File: config.mk
export PLATFORM = sky130hd
export DESIGN_NAME = shiftbram_ctrl
export DESIGN_NICKNAME = d
export VERILOG_FILES = /design/src/rtl/shiftbram_ctrl.sv
export SDC_FILE = /design/constraint.sdc
export NUM_CORES = 1
export LEC_CHECK = 0
export CORE_MARGIN = 5
export CORE_UTILIZATION = 45
export DETAILED_ROUTE_END_ITERATION = 6
export HOLD_SLACK_MARGIN = 0.05
export MAX_ROUTING_LAYER = met4
export PLACE_DENSITY = 0.78
export SLEW_MARGIN = 20
export SYNTH_ARGS = -nofsm -noshare
export SYNTH_HDL_FRONTEND = slang
export SYNTH_SLANG_ARGS = --single-unit
File: constraint.sdc
create_clock -name clk -period 2.7 [get_ports clk]
set_clock_uncertainty 0.2 [all_clocks]
set_input_delay 0.81 -clock clk [delete_from_list [all_inputs] [get_ports clk]]
set_output_delay 0.81 -clock clk [all_outputs]
set_load 0.1 [all_outputs]
File: src/rtl/shiftbram_ctrl.sv
// Sequences an external tapped shift register: fills it, emits one window per shift, drains with zeros.
// Windows are valid one cycle after the shift; taps never advance while a window is held by out_ready=0.
module shiftbram_ctrl #(
    parameter int DATA_ = 8,
    parameter int ADDR_ = 1,
    parameter int LINE_ = 4,
    parameter int PAD_  = 2
) (
    input  logic             clk,
    input  logic             rst,
    input  logic             in_valid,
    output logic             in_ready,
    input  logic [DATA_-1:0] in_data,
    input  logic             in_last,
    output logic             sr_ena,
    output logic [DATA_-1:0] sr_din,
    output logic             sr_clr,
    output logic             out_valid,
    input  logic             out_ready,
    output logic             err_short
);

    localparam int NT    = 2 ** ADDR_;
    localparam int DEPTH = NT * LINE_;
    localparam int CW    = $clog2(DEPTH + 1);
    localparam logic [CW-1:0] DEPTH_C = CW'(DEPTH);
    localparam logic [CW-1:0] LAST_C  = CW'(DEPTH - 1);
    localparam logic [CW-1:0] PAD_C   = CW'(PAD_);
    localparam logic [CW-1:0] ONE_C   = CW'(1);

    typedef enum logic [1:0] {IDLE, FILL, RUN, DRAIN} state_t;

    state_t        state, state_nxt;
    logic [CW-1:0] cnt, cnt_nxt;
    logic [CW-1:0] pad_cnt, pad_nxt;
    logic          out_valid_nxt;
    logic          err_nxt;
    logic          accept;
    logic          drain_shift;
    logic          clr_req;

    always_comb begin
        state_nxt     = state;
        cnt_nxt       = cnt;
        pad_nxt       = pad_cnt;
        err_nxt       = 1'b0;
        clr_req       = 1'b0;
        in_ready      = 1'b0;
        out_valid_nxt = out_valid;

        case (state)
            IDLE, FILL: in_ready = 1'b1;
            RUN:        in_ready = !out_valid || out_ready;
            default:    in_ready = 1'b0;
        endcase
        if (rst) in_ready = 1'b0;

        accept      = in_valid && in_ready;
        drain_shift = !rst && (state == DRAIN) && (pad_cnt != '0) && (!out_valid || out_ready);
        sr_ena      = accept || drain_shift;
        sr_din      = accept ? in_data : '0;

        // A consumed window drops unless a shift this cycle refills it.
        if (out_valid && out_ready) out_valid_nxt = 1'b0;

        case (state)
            IDLE: begin
                if (accept) begin
                    if (DEPTH == 1) begin
                        out_valid_nxt = 1'b1;
                        cnt_nxt       = DEPTH_C;
                        if (!in_last)       state_nxt = RUN;
                        else if (PAD_ == 0) begin
                            cnt_nxt = '0;
                            clr_req = 1'b1;
                        end else begin
                            state_nxt = DRAIN;
                            pad_nxt   = PAD_C;
                        end
                    end else if (in_last) begin
                        err_nxt = 1'b1;
                        clr_req = 1'b1;
                        cnt_nxt = '0;
                    end else begin
                        state_nxt = FILL;
                        cnt_nxt   = ONE_C;
                    end
                end
            end
            FILL: begin
                if (accept) begin
                    if (in_last) begin
                        err_nxt   = 1'b1;
                        clr_req   = 1'b1;
                        cnt_nxt   = '0;
                        state_nxt = IDLE;
                    end else if (cnt == LAST_C) begin
                        state_nxt     = RUN;
                        cnt_nxt       = DEPTH_C;
                        out_valid_nxt = 1'b1;
                    end else begin
                        cnt_nxt = cnt + ONE_C;
                    end
                end
            end
            RUN: begin
                if (accept) begin
                    out_valid_nxt = 1'b1;
                    if (in_last) begin
                        if (PAD_ == 0) begin
                            state_nxt = IDLE;
                            cnt_nxt   = '0;
                            clr_req   = 1'b1;
                        end else begin
                            state_nxt = DRAIN;
                            pad_nxt   = PAD_C;
                        end
                    end
                end
            end
            default: begin
                if (drain_shift) begin
                    pad_nxt       = pad_cnt - ONE_C;
                    out_valid_nxt = 1'b1;
                end else if (pad_cnt == '0 && (!out_valid || out_ready)) begin
                    state_nxt = IDLE;
                    cnt_nxt   = '0;
                    clr_req   = 1'b1;
                end
            end
        endcase

        sr_clr = rst || clr_req;
    end

    always_ff @(posedge clk) begin
        if (rst) begin
            state     <= IDLE;
            cnt       <= '0;
            pad_cnt   <= '0;
            out_valid <= 1'b0;
            err_short <= 1'b0;
        end else begin
            state     <= state_nxt;
            cnt       <= cnt_nxt;
            pad_cnt   <= pad_nxt;
            out_valid <= out_valid_nxt;
            err_short <= err_nxt;
        end
    end

endmodule

* Word level (Yosys, flattened, before mapping) *
Cells that the tools add are included.

storage, ports and cells
  flip-flop bits (word level) = 12
  input port bits = 13
  output and inout bits = 13
  word-level logic and storage cells = 80

operators by class
  add/subtract/negate cells = 2
  equality and inequality tests = 12
  multiplexer cells = 37
  bitwise gates (word level) = 2
  reduce and logical (&&, ||, !) cells = 22

operator list
  operator                                             number
  2-to-1 mux 4 bit                                     9
  2-to-1 mux 2 bit                                     9
  2-to-1 mux 1 bit                                     12
  case mux 4 bit (3 select lines)                      1
  != test 2 bit, second input constant                 5
  2-to-1 mux 8 bit                                     1
  case mux 4 bit (2 select lines)                      1
  AND reduction 8 bit                                  1
  nonzero test 4 bit                                   2
  logical AND 1 bit                                    6
  case mux 2 bit (3 select lines)                      1
  AND reduction 5 bit                                  1
  adder 4 x 1 -> 4 bit, second input constant          1
  equality test 2 bit, second input constant           2
  equality test 4 x 3 -> 1 bit, second input constant  1
  zero test 4 bit                                      1
  != test 4 x 1 -> 1 bit, second input constant        1
  case mux 1 bit (2 select lines)                      2
  AND reduction 4 bit                                  1
  OR reduction 2 bit                                   2
  subtractor 4 x 1 -> 4 bit, second input constant     1
  logical OR 1 bit                                     3
  != test 3 x 1 -> 1 bit, second input constant        1
  != test 3 bit, second input constant                 1
  other kinds (7)                                      9

* Depth between registers and ports, before layout *
  depth in word-level cells = 8
  gate-level depth with buffers = 6
  depth with buffers taken out = 6

* Worst setup path after synthesis *
Ideal clock, no wire load.

  path type = register to output
  start point = register out_valid
  end point = output port sr_clr
  arrival time = 3.200 ns
  data required time = 1.690 ns
  path slack = -1.510 ns
  stages on the path, launching flop included = 4
  path buffers = 0
  path through = dfxtp_1 > or2b_4 > nand2_1 > o21ai_0

between the ends
  word-level cells in the longest chain between the ends = 8

RTL lines
  item                               RTL line     text
  from (decl)                        18           output logic out_valid,
  from (signal assigned)             147          out_valid <= out_valid_nxt;
  zero test 1 bit *                  53, 59, 125
  logical OR 1 bit *                 53, 59, 125
  case mux 1 bit (2 select lines)    51           case (state)
  2-to-1 mux 1 bit                   56           if (rst) in_ready = 1'b0;
  logical AND 1 bit                  58           accept = in_valid && in_ready;
  2-to-1 mux 1 bit                   91           if (accept) begin
  case mux 1 bit (2 select lines) *  66           case (state)
  logical OR 1 bit *                 133          sr_clr = rst || clr_req;
  to (decl)                          17           output logic sr_clr,

Mark *: on every way between the ends. The rest lies on a longest branch, timed or not.

* Worst setup path after layout *
  start point = input port out_ready
  end point = output port sr_din[2]

between the ends
  word-level cells in the longest chain between the ends = 5

RTL lines
  item                             RTL line  text
  from (decl)                      19        input logic out_ready,
  logical OR 1 bit                 53        RUN: in_ready = !out_valid || out_ready;
  case mux 1 bit (2 select lines)  51
  2-to-1 mux 1 bit                 56
  logical AND 1 bit                58
  2-to-1 mux 8 bit                 61        sr_din = accept ? in_data : '0;
  to (decl)                        16        output logic [DATA_-1:0] sr_din,

No other way between the ends.

==> flow_summary_export.csv <==
group,metric,value,unit
cts,cts_tree,"done",
placement,dp_worst_setup_slack,-0.458,ns
power_and_ir_drop,powerDensity,393,nW/um^2
layout,drive_gt1_share,46.1,%
cts,root_buffer,"clkbuf_4",
critical_path,endpoint_kind,"output pin",
global_routing,grt_overflow,0,
cts,cts_buffer_depth,2,
routing,wl,2600,microns
floorplanning,dieArea,2820,sq um
cts,clock_latency,0.28,ns
routing,dr.pass1.iters,5,
placement,dpl.hpwl,1760,microns
critical_path,worst-path-max-fanout,6,
placement,gp_congestion,0.763,
cts,clkSinkCount,12,
layout,num_antenna_cells,0,
sta,tightestPinTransition,0.456,ns
critical_path,r2r.worst_path.cells,7,
cts,cts_inserted_buffers,3,
yosys,syn-cell-area,835,sq um
critical_path,slowest_stage,"or2b_4",
yosys,synth-seq-cells,12,
floorplanning,start_util,47.8,%
critical_path,crit_chain,"buf_6 -> or2b_4 -> o2bb2ai_4 -> and3_4 -> buf_12",
critical_path,path_delay_family,"simple AND/OR/NAND/NOR gates",
critical_path,cp.required,1.69,ns
critical_path,crit_type,"in -> out",
min_path,hold_depth,2,
floorplanning,fp.dieW,53.1,microns
yosys,synth_enable_flop_cells,0,
sta,hold_violations,0,
layout,final_cell_mix,"buf_12 (11), dfxtp_1 (10), buf_4 (10)",
floorplanning,io_pins,26,
critical_path,cp.depth,5,
routing,wire_per_inst,17.0,microns
layout,postLayoutCoreUtil,82.7,%
global_routing,grt_pass1_vias,843,
layout,nNetsFinal,144,
routing,drc,0,
sta,rsz0062_at_grt,"yes",
sta,setup_viol,6,
yosys,syn_inst,95,
global_routing,grt_pass1_wl,4200,microns
status,violations,"negative setup slack",
sta,fin_ws,-0.0235,ns
cts,hold_buffers,0,
critical_path,worstPathArrival,1.71,ns
floorplanning,die_y,53.1,microns
yosys,synth.avg_cell_area,8.78,sq um
routing,drt-initial-drc-count,25,
floorplanning,core_area,1750,sq um
critical_path,start_kind,"input port",
cts,htreeDepth,1,
yosys,synthArstFlopShare,0,%
global_routing,antenna_found_initial,0,
run,maxCapViolCount,0,
sta,fin_crit,2.72,ns
placement,numPortBuffers,25,
layout,area_delta_synth_final,73.0,%
routing,ant_nets,0,
routing,via_per_inst,5.73,
global_routing,grt_max_degree,15,
sta,max_freq,367,MHz
global_routing,grt.total_usage,21.2,%
cts,clk_pin_slew,0.07,ns
layout,final_common_cell,"buf_12",
yosys,yosysUniqueCellTypes,44,
power_and_ir_drop,p_leak,0.539,nW
sta,fin_crit_sh,101,%
yosys,ys.flop_type,"dfxtp_1",
yosys,synth_fp_nets,110,
yosys,ys_seq_area_share,28.8,%
yosys,yosys_warnings,0,
power_and_ir_drop,peakVddDrop,0.239,mV
critical_path,critPathBufInv,2,
sta,finalMaxSlewViolations,0,
routing,vias,877,
status,status,"finished, violations left",
sta,slew_headroom,69.5,%
min_path,min_path_type,"reg -> reg",
critical_path,critPathMaxStageDelay,0.28,ns
floorplanning,rows,15,
-- registers in the layout (all words and copies together), names as in the netlist --
signal     count
cnt            4
err_short      1
out_valid      1
state          2
pad_cnt        4
-- cell usage after synthesis, drive strengths merged, types with 2 or more instances --
| cell | n | share of area, % |
|---|---|---|
| a31oi | 2 | 1.5 |
| nor2b | 2 | 1.5 |
| or3b | 3 | 3.7 |
| buf | 2 | 2.7 |
| clkbuf | 3 | 1.3 |
| inv | 6 | 2.7 |
| ha | 2 | 3.0 |
| nor2 | 5 | 2.5 |
| nand3 | 4 | 2.4 |
| or3 | 2 | 1.5 |
| nand4 | 2 | 3.3 |
| nand2 | 7 | 3.1 |
| dfxtp | 12 | 29 |
| and3 | 8 | 6.0 |
| a311oi | 2 | 2.1 |
| a21oi | 5 | 3.0 |
| o21ai | 5 | 3.0 |
| o31ai | 2 | 3.4 |
-- power by group --
group / internal, mW / switching [mW] / leakage [nW]
sequential: 0.181 / 0.00934 / 0.0982
combinational: 0.0949 / 0.135 / 0.420
clock: 0.0821 / 0.0643 / 0.0210
-- per-layer routing --
metal,track usage [%],vias to the layer above,part of all wire [%]
met5,-,-,0
met4,5.11,0,1.2
met3,4.23,5,3.0
met2,37.6,19,54
met1,24.5,436,42
li1,-,417,-
-- path summary, 6_finish.rpt --
path / start / endpoint / slack [ns]
setup / recovery: out_ready / sr_din[2] / -0.02
hold / removal: pad_cnt[3] / pad_cnt[3] / 0.31
setup reg to reg: pad_cnt[0] / pad_cnt[3] / 0.71
hold reg to reg: pad_cnt[3] / pad_cnt[3] / 0.31
-- final cells by class --
cell class,instances,area [sq um]
clock buffer,4,36.3
fill,105,302
inverter,6,22.5
multi-input combinational,73,696
sequential,12,243
tap,25,31.3
timing repair buffer,33,415
-- cells by family (layout without fill, tap and decap cells) --
group | Yosys count | in the layout | share of synthesized area (%)
AND/OR/NAND/NOR | 43 | 43 | 36.7
AO/OA/AOI/OAI | 26 | 27 | 23.5
flip-flops | 12 | 12 | 28.8
buffers and inverters | 11 | 43 | 6.75
adder cells (fa/ha/maj) | 2 | 2 | 3.00
multiplexers | 1 | 1 | 1.20
-- timing repair --
item                       CTS  global route
gates cloned                 1             0
resized for setup           20             5
pin swaps                   11             3
buffers inserted             1             0
setup endpoints to repair   11            11
-- per-stage QoR --
step / hold slack (ns) / cell area, sq um / instances / TNS [ns] / power [mW]
2_1_floorplan: 0.262 / 948 / 95 / -0.281 / 0.338
4_1_cts: 0.308 / 1420 / 153 / -0.231 / 0.564
3_5_place_dp: 0.294 / 1330 / 147 / -4.71 / 0.411
5_1_grt: 0.351 / 1440 / 153 / -0.218 / 0.587
6_report: 0.307 / 1440 / 153 / -0.109 / 0.567
3_3_place_gp: 0.279 / 1330 / 147 / -4.19 / 0.408
-- worst register-to-register path, stage by stage (launching register included) --
cell and delay, ns:
dfxtp_1 0.39, inv_2 0.07, ha_4 0.17, or3b_4 0.25, nand4_4 0.14, buf_4 0.22, or3_1 0.34, a21boi_1 0.14
Power figures use the tool's default switching activity.
==> variant 1, RTL diff (same settings) <==
Remove the register `err_short`: a continuous assignment takes its place, so the output `err_short` follows one clock earlier.
--- a/src/rtl/shiftbram_ctrl.sv
+++ b/src/rtl/shiftbram_ctrl.sv
@@ -141,3 +141,2 @@
             out_valid <= 1'b0;
-            err_short <= 1'b0;
         end else begin
@@ -147,3 +146,2 @@
             out_valid <= out_valid_nxt;
-            err_short <= err_nxt;
         end
@@ -151,2 +149,4 @@
 
+    assign err_short = err_nxt;
+
 endmodule
Check against the original RTL: not equivalent (a bounded check fails within 4 cycles, from zero or initial values and one cycle with rst high).
==> variant 1 against the original RTL <==
The flow still finishes with violations (negative setup slack); worst hold slack worse by 0.0056 ns; synthesized area down 4.6%; highest routed layer unchanged; count of clock-buffer cells in the layout unchanged; combinational power down 24%; total power down 20%; final area up 2.1%; setup slack worse by 0.028 ns; critical endpoint is now sr_ena; critical path type unchanged; die area down 3.8%; sequential share of layout area down 1.6 points; routed wire length up 2.3%; sequential cell count down 1; non-clock buffer count up 14.
==> variant 1: results (changes against the original RTL) <==
GLOBAL ROUTING
------------------------------------------------------------------------------
Fraction of met2 tracks used by global routing                          41.42%   was 37.60%
Via count of the first global-routing pass                                 918   was 843
Met3 GRT Util                                                           3.438%   was 4.225%
Total routing usage reported by global routing                          21.51%   was 21.23%
First-pass GRT wire length                                             4195 um   unchanged
Antenna violations before repair                                             0   unchanged
Met1 Track Usage GR                                                     21.35%   was 24.49%

WORST HOLD PATH
------------------------------------------------------------------------------
Hold Path Class                                                   flip-flop to flip-flop   unchanged
Hold_sp                                                                 cnt[1]   was pad_cnt[3]
Endpoint, Worst Hold                                                    cnt[1]   was pad_cnt[3]

SETUP PATH
------------------------------------------------------------------------------
Signal arrival time at the worst endpoint                              1.74 ns   was 1.71 ns
RR Endpoint                                                           state[1]   was pad_cnt[3]
Reg2Reg Setup Slack                                                    0.92 ns   was 0.71 ns
Endpoint of the worst setup timing path                                 sr_ena   was sr_din[2]
R2r startpoint                                                      pad_cnt[1]   was pad_cnt[0]

POWER AND IR DROP
------------------------------------------------------------------------------
Max VDD drop                                                         0.2760 mV   was 0.2387 mV
Net switching share of the total power                                  34.87%   was 36.88%
Leakage dissipation                                                  0.5954 nW   was 0.5391 nW
Clk power                                                             0.116 mW   was 0.146 mW

LAYOUT
------------------------------------------------------------------------------
Final #Nets                                                                161   was 144
Share of layout cells above drive strength 1                            51.72%   was 46.09%

SYNTHESIS
------------------------------------------------------------------------------
Synthesized net count                                                      113   was 110
Commonest cells post-synth                                        dfxtp_1, and2_1, nand2_1   was dfxtp_1, and3_1, nand2_1
Post-synthesis adder-cell area fraction                                 3.145%   was 2.999%
Synthesized-area fraction occupied by ao, oa, aoi and oai cells         26.26%   was 23.54%
Multiplexer share of the synthesized area                                   0%   was 1.199%
Count of unique library cells instantiated by Yosys                         41   was 44
Top cells by area in the synthesized netlist                      dfxtp_1, and2_1, nor3b_2   was dfxtp_1, and3_1, nand4bb_4

DETAILED ROUTING
------------------------------------------------------------------------------
Metal-1 WL                                                             1026 um   was 1078 um
Wire length on met3                                                     215 um   was 79 um
Via count of the routed design                                             951   was 877
Wire length reported by the detailed router                            2656 um   was 2596 um
Met2 WL                                                                1353 um   was 1407 um

TIMING
------------------------------------------------------------------------------
Setup WS post-layout                                               -0.05144 ns   was -0.02346 ns
Hold WS                                                              0.3010 ns   was 0.3067 ns
Number of setup violations in the final report                               2   was 6
Transition time at the pin with the least slew margin                0.3302 ns   was 0.4564 ns

OUTCOME
------------------------------------------------------------------------------
Run status                                                        finished with violations   unchanged
Violations in the final reports                                   negative setup slack   unchanged

PLACE
------------------------------------------------------------------------------
DP Wirelength                                                          1833 um   was 1764 um
Global placer's final weighted congestion                               0.7750   was 0.7630

CTS
------------------------------------------------------------------------------
CTS resizes                                                                 31   was 20

## variant 1: cell types whose count changed in the layout (fill, tap and decap cells not counted), moves of 3 or more
cell     unedited run  this run
and3_4              8         2
a21oi_1             4         7
nand2_1             4         7
buf_4              10        21
nand3_1             4         1
and2_4              0         9
inv_1               5         2
## variant 1: final cells by class
type / instances / area (sq um)
inverter: 5 / 18.77
fill: 88 / 234.0
tap: 25 / 31.28
timing repair buffer: 47 / 540.5
sequential: 11 / 224.0
clock buffer: 4 / 26.28
multi-input combinational: 78 / 633.1
## variant 1: per-stage QoR
step	worst slack, ns	instances	TNS (ns)	instance area, sq um
global placement	-0.4805	157	-5.151	1315
global route	-0.08636	170	-0.1476	1474
CTS	-0.04216	169	-0.07519	1448
floorplan	-0.1367	98	-0.1367	843.3
detailed placement	-0.5707	157	-5.959	1315
finish	-0.05144	170	-0.06891	1474
## variant 1: critical path, cell delays in order
cell	delay, ns
buf_8	0.10
nor2b_4	0.12
o21ai_2	0.09
and3_4	0.19
or2_4	0.26
buf_12	0.16
==> variant 2, RTL diff (same flow settings) <==
Made on the original files. Change the parameter `LINE_` from 4 to 16.
--- a/src/rtl/shiftbram_ctrl.sv
+++ b/src/rtl/shiftbram_ctrl.sv
@@ -5,3 +5,3 @@
     parameter int ADDR_ = 1,
-    parameter int LINE_ = 4,
+    parameter int LINE_ = 16,
     parameter int PAD_  = 2
Behaviour: not the same (Yosys sat finds a counterexample within 10 cycles, from zero or initial values and one cycle with rst high).
==> variant 2 against the original RTL <==
Sequential cell count up 4; total power increased by 4.4%; setup slack better by 0.052 ns; synthesized area up 33%; die area is 27% higher; routed wire length increased by 30%; final area rose by 24%; critical endpoint is now in_ready; largest power group is now sequential cells.
==> variant 2: results (changes against the original RTL) <==
TIMING
------------------------------------------------------------------------------------------
Fraction of the cycle the final worst path needs                                    98.93%   was 100.9%
Max_slew headroom                                                                   71.23%   was 69.53%

PLACE
------------------------------------------------------------------------------------------
Number of cells after detailed placement                                               203   was 147
DP Wirelength                                                                      2538 um   was 1764 um
Placement-stage worst setup slack                                               -0.4309 ns   was -0.4580 ns
Global placer's final weighted congestion                                           0.8771   was 0.7630
Placed instance area                                                            1688 sq um   was 1333 sq um

CTS
------------------------------------------------------------------------------------------
Clock edge transition at the registers on the reported setup and hold paths        0.10 ns   was 0.07 ns
Clock latency on the worst-skew pair                                               0.30 ns   was 0.28 ns

LAYOUT
------------------------------------------------------------------------------------------
Final #Nets                                                                            198   was 144
Top flop regs                                                                 cnt (6), pad_cnt (6), state (2)   was cnt (4), pad_cnt (4), state (2)
Share of layout cells above drive strength 1                                        38.67%   was 46.09%
Layout overhead on the synthesized area                                             60.92%   was 73.01%
Filler Cell Count                                                                      151   was 105

SYNTHESIS
------------------------------------------------------------------------------------------
Top cells by area in the synthesized netlist                                  dfxtp_1, and3_1, a211oi_1   was dfxtp_1, and3_1, nand4bb_4
Synthesized net count                                                                  154   was 110
Cells after Synth                                                                      138   was 95
Multiplexer share of the synthesized area                                           3.604%   was 1.199%
Fraction of the yosys area taken by sequential cells                                28.83%   was 28.79%
Post-synthesis adder-cell area fraction                                             3.378%   was 2.999%
Synthesized-area fraction occupied by ao, oa, aoi and oai cells                     25.56%   was 23.54%
Commonest cells post-synth                                                    dfxtp_1, and3_1, nand3_1   was dfxtp_1, and3_1, nand2_1
Synth async-reset ratio                                                                 0%   unchanged

GLOBAL ROUTING
------------------------------------------------------------------------------------------
Via count of the first global-routing pass                                            1240   was 843
Maximum number of pins on one net before global-route repair                            16   was 15
Total routing usage reported by global routing                                      20.77%   was 21.23%
First-pass GRT wire length                                                         5533 um   was 4195 um

SETUP PATH
------------------------------------------------------------------------------------------
Depth of the most critical reg-to-reg path                                               5   was 7
Reg2Reg Setup Slack                                                                0.87 ns   was 0.71 ns
Signal arrival time at the worst endpoint                                          1.66 ns   was 1.71 ns
Endpoint of the worst setup timing path                                           in_ready   was sr_din[2]
Crit-path slowest cell                                                             a21bo_4   was or2b_4
Crit-path max FO                                                                        11   was 6
R2r startpoint                                                                      cnt[0]   was pad_cnt[0]
RR Endpoint                                                                       state[0]   was pad_cnt[3]

DETAILED ROUTING
------------------------------------------------------------------------------------------
Wire length reported by the detailed router                                        3366 um   was 2596 um
Detailed-routing iteration count for the pre-antenna-repair pass                         4   was 5
DR iter-0 viols                                                                         31   was 25
Via count of the routed design                                                        1268   was 877

POWER AND IR DROP
------------------------------------------------------------------------------------------
Leakage dissipation                                                              0.7335 nW   was 0.5391 nW
Cell internal power dissipation                                                  0.3991 mW   was 0.3579 mW
Max VDD drop                                                                     0.2952 mV   was 0.2387 mV

OUTCOME
------------------------------------------------------------------------------------------
Run status                                                                    finished, final reports clean   was finished with violations

[variant 2: cell type report]
| cell class | count | area share [%] |
|---|---|---|
| Clock buffer | 4 | 2.029 |
| Inverter | 7 | 1.470 |
| Multi-Input combinational cell | 108 | 47.80 |
| Sequential cell | 16 | 18.19 |
| Tap cell | 30 | 2.099 |
| Timing Repair Buffer | 46 | 28.41 |
[variant 2: worst min path at each step]
| stage | end | from | slack [ns] | depth (start not counted) |
|---|---|---|---|---|
| 2_1_floorplan | pad_cnt[5] | pad_cnt[5] | 0.25 | 2 |
| 3_3_place_gp | pad_cnt[5] | pad_cnt[5] | 0.27 | 2 |
| 3_5_place_dp | pad_cnt[5] | pad_cnt[5] | 0.28 | 2 |
| 4_1_cts | pad_cnt[5] | pad_cnt[5] | 0.30 | 2 |
| 5_1_grt | pad_cnt[4] | pad_cnt[4] | 0.34 | 2 |
| 6_report | pad_cnt[4] | pad_cnt[4] | 0.31 | 2 |
[variant 2: worst register-to-register path: stages (launching register included)]
cell      delay, ns
dfxtp_1        0.48
ha_1           0.26
and3_1         0.28
nand2_1        0.10
a221oi_1       0.27
o32ai_1        0.13
[variant 2: cell families (layout without fill, tap and decap cells)]
group | Yosys count | in the layout
buffers and inverters | 14 | 57
adders and majority gates | 3 | 3
AOI/OAI and AO/OA | 38 | 38
DFF | 16 | 16
and+or+nand+nor | 63 | 63
muxes | 4 | 4
[variant 2: repair_timing]
item                       CTS  global route
pin swaps                    6             1
hold buffers                 0             0
buffers inserted             2             1
cloned                       1             0
setup endpoints to repair   11             2
gates resized for setup     25             3
[variant 2: power groups by stage]
stage	Clock [mW]	Combinational, mW	Sequential [mW]
floorplan	0	0.0963	0.250
global placement	0	0.173	0.248
detailed placement	0	0.176	0.248
CTS	0.170	0.181	0.243
global route	0.181	0.188	0.243
finish	0.168	0.181	0.243
[variant 2: layer usage]
| metal | vias up | GRT usage [%] | wire length (um) |
|---|---|---|---|
| li1 | 608 | - | - |
| met5 | - | - | 0 |
| met2 | 57 | 35.80 | 1735 |
| met4 | 0 | 9.494 | 49 |
| met1 | 597 | 22.64 | 1306 |
| met3 | 6 | 4.320 | 274 |
